==> config.mk <==
export PLATFORM = sky130hd
export DESIGN_NAME = mul_seq
export DESIGN_NICKNAME = d
export VERILOG_FILES = /design/src/rtl/mul_seq.sv
export SDC_FILE = /design/constraint.sdc
export NUM_CORES = 1
export LEC_CHECK = 0
export ABC_AREA = 1
export CORE_MARGIN = 10
export CORE_UTILIZATION = 42
export DETAILED_ROUTE_END_ITERATION = 10
export PLACE_DENSITY = 0.65
export SLEW_MARGIN = 30
export SYNTH_ARGS = -nofsm -noshare
export SYNTH_HDL_FRONTEND = slang
export SYNTH_SLANG_ARGS = --single-unit
==> constraint.sdc <==
create_clock -name clk -period 2.4 [get_ports clk]
set_input_delay 0.36 -clock clk [delete_from_list [all_inputs] [get_ports clk]]
set_output_delay 0.36 -clock clk [all_outputs]
set_load 0.005 [all_outputs]
==> src/rtl/mul_seq.sv <==
// Sequential unsigned shift-and-add multiplier that reuses add_sub.
// Ports: clk, rst, start, a, b -> busy, done, p (2*WIRE-bit product).

module add_sub #(
   parameter int WIRE = 8
) (
   input  logic [WIRE-1:0] a,
   input  logic [WIRE-1:0] b,
   input  logic            sub,
   input  logic            cin,
   output logic [WIRE-1:0] s,
   output logic            cout
);

   logic [WIRE-1:0] bx;

   assign bx = sub ? ~b : b;
   assign {cout, s} = {1'b0, a} + {1'b0, bx}
                    + {{WIRE{1'b0}}, cin};

endmodule

module mul_seq #(
   parameter int WIRE = 8
) (
   input  logic              clk,
   input  logic              rst,
   input  logic              start,
   input  logic [WIRE-1:0]   a,
   input  logic [WIRE-1:0]   b,
   output logic              busy,
   output logic              done,
   output logic [2*WIRE-1:0] p
);

   localparam int CW = (WIRE > 2) ? $clog2(WIRE) : 1;
   localparam logic [CW-1:0] LAST = CW'(WIRE - 1);

   typedef enum logic [1:0] {
      IDLE = 2'd0,
      RUN  = 2'd1,
      DONE = 2'd2
   } state_t;

   state_t            state_q, state_d;
   logic [WIRE-1:0]   mcand_q, mcand_d;
   logic [WIRE-1:0]   acc_q, acc_d;
   logic [WIRE-1:0]   low_q, low_d;
   logic [CW-1:0]     cnt_q, cnt_d;
   logic [2*WIRE-1:0] p_q, p_d;

   logic [WIRE-1:0]   add_b;
   logic [WIRE-1:0]   sum;
   logic              carry;
   logic [2*WIRE-1:0] shifted;

   // Multiplicand is added only when the current multiplier bit is set.
   assign add_b = low_q[0] ? mcand_q : '0;

   add_sub #(.WIRE(WIRE)) u_add (
      .a    (acc_q),
      .b    (add_b),
      .sub  (1'b0),
      .cin  (1'b0),
      .s    (sum),
      .cout (carry)
   );

   // Full (WIRE+1)-bit sum shifts right together with the multiplier bits,
   // so the carry lands in the top of acc and is never lost.
   assign shifted = {carry, sum, low_q[WIRE-1:1]};

   always_comb begin
      state_d = state_q;
      mcand_d = mcand_q;
      acc_d   = acc_q;
      low_d   = low_q;
      cnt_d   = cnt_q;
      p_d     = p_q;
      unique case (state_q)
         IDLE, DONE: begin
            if (start) begin
               mcand_d = a;
               low_d   = b;
               acc_d   = '0;
               cnt_d   = '0;
               state_d = RUN;
            end else begin
               state_d = IDLE;
            end
         end
         RUN: begin
            {acc_d, low_d} = shifted;
            cnt_d = cnt_q + 1'b1;
            if (cnt_q == LAST) begin
               p_d     = shifted;
               state_d = DONE;
            end
         end
         default: state_d = IDLE;
      endcase
   end

   always_ff @(posedge clk) begin
      if (rst) begin
         state_q <= IDLE;
         mcand_q <= '0;
         acc_q   <= '0;
         low_q   <= '0;
         cnt_q   <= '0;
         p_q     <= '0;
      end else begin
         state_q <= state_d;
         mcand_q <= mcand_d;
         acc_q   <= acc_d;
         low_q   <= low_d;
         cnt_q   <= cnt_d;
         p_q     <= p_d;
      end
   end

   assign busy = (state_q == RUN);
   assign done = (state_q == DONE);
   assign p    = p_q;

endmodule
==> reports/qor.txt <==
Outcome: finished clean
CP Data Arrival Time: 1.80 ns
Cells after Synth: 287
Maximum vdd drop: 0.309 mV
Final WL: 4.82 mm
Final period utilization: 90.0%
Minimum clock period: 2.16 ns
CTS tree: yes
DR pass1 iterations: 4
Die footprint: 8680 sq um
Unrepaired setup endpoints after global routing: no
Post-synthesis cell area: 2250 sq um
Post-Layout Inst Area: 2720 sq um
Xor/xnor share of the synthesized area: 0.389%
Register area share after synthesis: 40.0%
H-Tree Depth: 2
CP cell instances: nand2_2 > inv_2 > clkdlybuf4s50_1
R2r endpoint: p[15]
Vias in the first global route: 1790
Main combinational cell family by area after synthesis: simple AND/OR/NAND/NOR gates
Mux contribution to synthesized area: 0%
Final hold vios: 0
Cell taking the most area after synthesis: dfxtp_1
Combinational power share: 10.7%
Buf/Inv on CP: 2
Hpwl dp: 3.59 mm
DRT antenna net count: 0
Synth Area in Adders: 6.45%
Hold EP: cnt_q[0]
Slowest cell on crit path: clkdlybuf4s50_1
Max Cap Viol: 0
Startpoint types: flop
DR iter-0 viols: 92
Share of layout cells above drive strength 1: 13.2%
Netlist cell types: 36
GRT Residual Overflow: 0
Core Footprint: 5140 sq um
Post-layout nets: 348
Postcts setup bufs: 0
Die height: 93.2 um
Top post-synthesis cells by count: nand2_1 (69), dfxtp_1 (45), nor2_1 (28)
Internal power: 0.00116 W
Critical Path Fanout Max: 20
Number of synthesized flops with an enable pin: 0
Worst slew pin tran: 0.496 ns
Worst R2R Start: low_q[0]
Synth Net Count: 317
Sw Ratio: 24.8%
Site Rows: 26
Initial Util: 43.8%
Setup total negative slack: 0 ns
Flops & latches, synth: 45
Clk pwr share: 37.4%
Syn Area/Cell: 7.84 sq um
CP delay by family, top: buffers and inverters
Pleak: 1.26 nW
Number of hold buffers added after CTS: 0
CP max stage delay: 0.58 ns
Maximum clock path buffer count: 2
DRC viols: 0
Setup violations, final: 0
Initial antenna violation count: 0
Clk_lat worst skew: 0.30 ns
Critical path type: reg2out
FMAX: 0.463 GHz
Hold slack: 0.463 ns
Width of the die: 93.2 um
Worst Setup Slack post-DPL: 0.523 ns
Crit end category: primary output
Most frequent cell after synthesis: nand2_1
Worst path required time: 2.04 ns
CTS clock-pin slew for the worst setup and hold paths: 0.08 ns
Worst hold-check path type: reg2reg
Ports: 37
Async SR Flop Fraction: 0%
Reg2Reg Setup Slack: 0.52 ns
P per Cell Area: 568 nW/um^2
Main flop type after synthesis: dfxtp_1
Worst R2R Path Depth: 12
GRT Util Overall: 11.5%
Sequential share of power: 51.9%
Via count: 1847
Dpl cell area: 2610 sq um
Post_cts resized: 0
Final WS setup: 0.241 ns
Via-to-Cell Ratio: 4.75
Post-synthesis to final-layout area growth: 20.8%
YS warnings: 0
TritonCTS Sinks: 45
Yosys top cell area share: 40.0%
Top cells by area, synth: dfxtp_1 (40%), nand2_1 (12%), ha_1 (5.6%)
Buffers on Ports: 36
Hold path depth: 1
Synth Area in Compound Gates: 14.7%
Wire length per cell: 12.4 um
Synth Area in Simple Gates: 28.9%
Hold path start: cnt_q[0]
Diode count: 0
Net switching power figure: 0.000383 W
Slew margin rel.: 66.9%
Root Buffer: clkbuf_8
Max-slew violation total from the final report: 0
GPL Wtd Cong: 0.858
Overall power: 0.00154 W
Largest net degree at the start of global routing: 33
Worst Skew: 0.00961 ns
Num CTS Buffers: 5
Global-route wire length before repair: 8.24 mm
[stage by stage]
step	instances	util [%]
after global placement	381	50.7
final	389	52.9
after CTS	389	52.9
after floorplan	287	-
after detailed placement	381	50.7
after global routing	389	52.9
[layer usage]
layer	global-route usage, %	up-vias	wire length, um
li1	-	989	-
met1	14.4	815	2410
met2	17.9	39	2080
met3	4.16	4	290
met4	3.86	0	44
met5	0	-	0
[flip-flops by register name, indices dropped and copies added (netlist names)]
| signal | count |
|---|---|
| acc_q | 8 |
| cnt_q | 3 |
| state_q | 2 |
| p | 16 |
| mcand_q | 8 |
| low_q | 8 |
[worst max-delay path by stage]
| stage | from | to | slack, ns | cells after the start |
|---|---|---|---|---|
| after CTS | state_q[0] | busy | 0.21 | 3 |
| after global placement | low_q[0] | p[15] | 0.55 | 12 |
| final | state_q[0] | busy | 0.24 | 3 |
| after detailed placement | low_q[0] | p[15] | 0.52 | 12 |
| after floorplan | low_q[0] | p[15] | 0.62 | 13 |
| after global routing | state_q[0] | busy | 0.12 | 3 |
[cell type report]
| class | count | area, sq um |
|---|---|---|
| inverters | 30 | 115 |
| well taps | 70 | 87.6 |
| fillers | 537 | 2420 |
| repair buffers | 37 | 368 |
| clock inverters | 2 | 38.8 |
| multi-input cells | 199 | 1130 |
| clock buffers | 6 | 72.6 |
| flip-flops and latches | 45 | 901 |
[kinds of logic (layout without fill, tap and decap cells)]
logic type               after synthesis  after routing
AND/OR/NAND/NOR                      139            139
AO/OA/AOI/OAI                         48             48
flip-flops                            45             45
buffers and inverters                 43             75
adder cells (fa/ha/maj)               11             11
XOR/XNOR                               1              1
[placed cells by master (no fill, tap or decap), drive strengths merged]
cell type,n
a21o,1
clkdlybuf4s50,36
inv,30
o221ai,6
a211oi,1
nand3b,2
nand3,21
o21bai,1
a21oi,19
nor3,6
bufinv,1
or2,2
buf,1
clkbuf,6
o211ai,1
nand2,79
o21a,3
fa,1
ha,10
nor2,29
xnor2,1
o21ai,16
dfxtp,45
clkinv,1
[power by group through the flow]
stage	combinational [W]	clock (W)	sequential [W]
after detailed placement	0.000167	0	0.000819
after global routing	0.000187	0.000626	0.000806
final	0.000165	0.000576	0.000801
after CTS	0.000167	0.000592	0.000801
after floorplan	0.000127	0	0.000810
after global placement	0.000167	0	0.000818
Note: power is estimated with default switching activity, not from simulation.
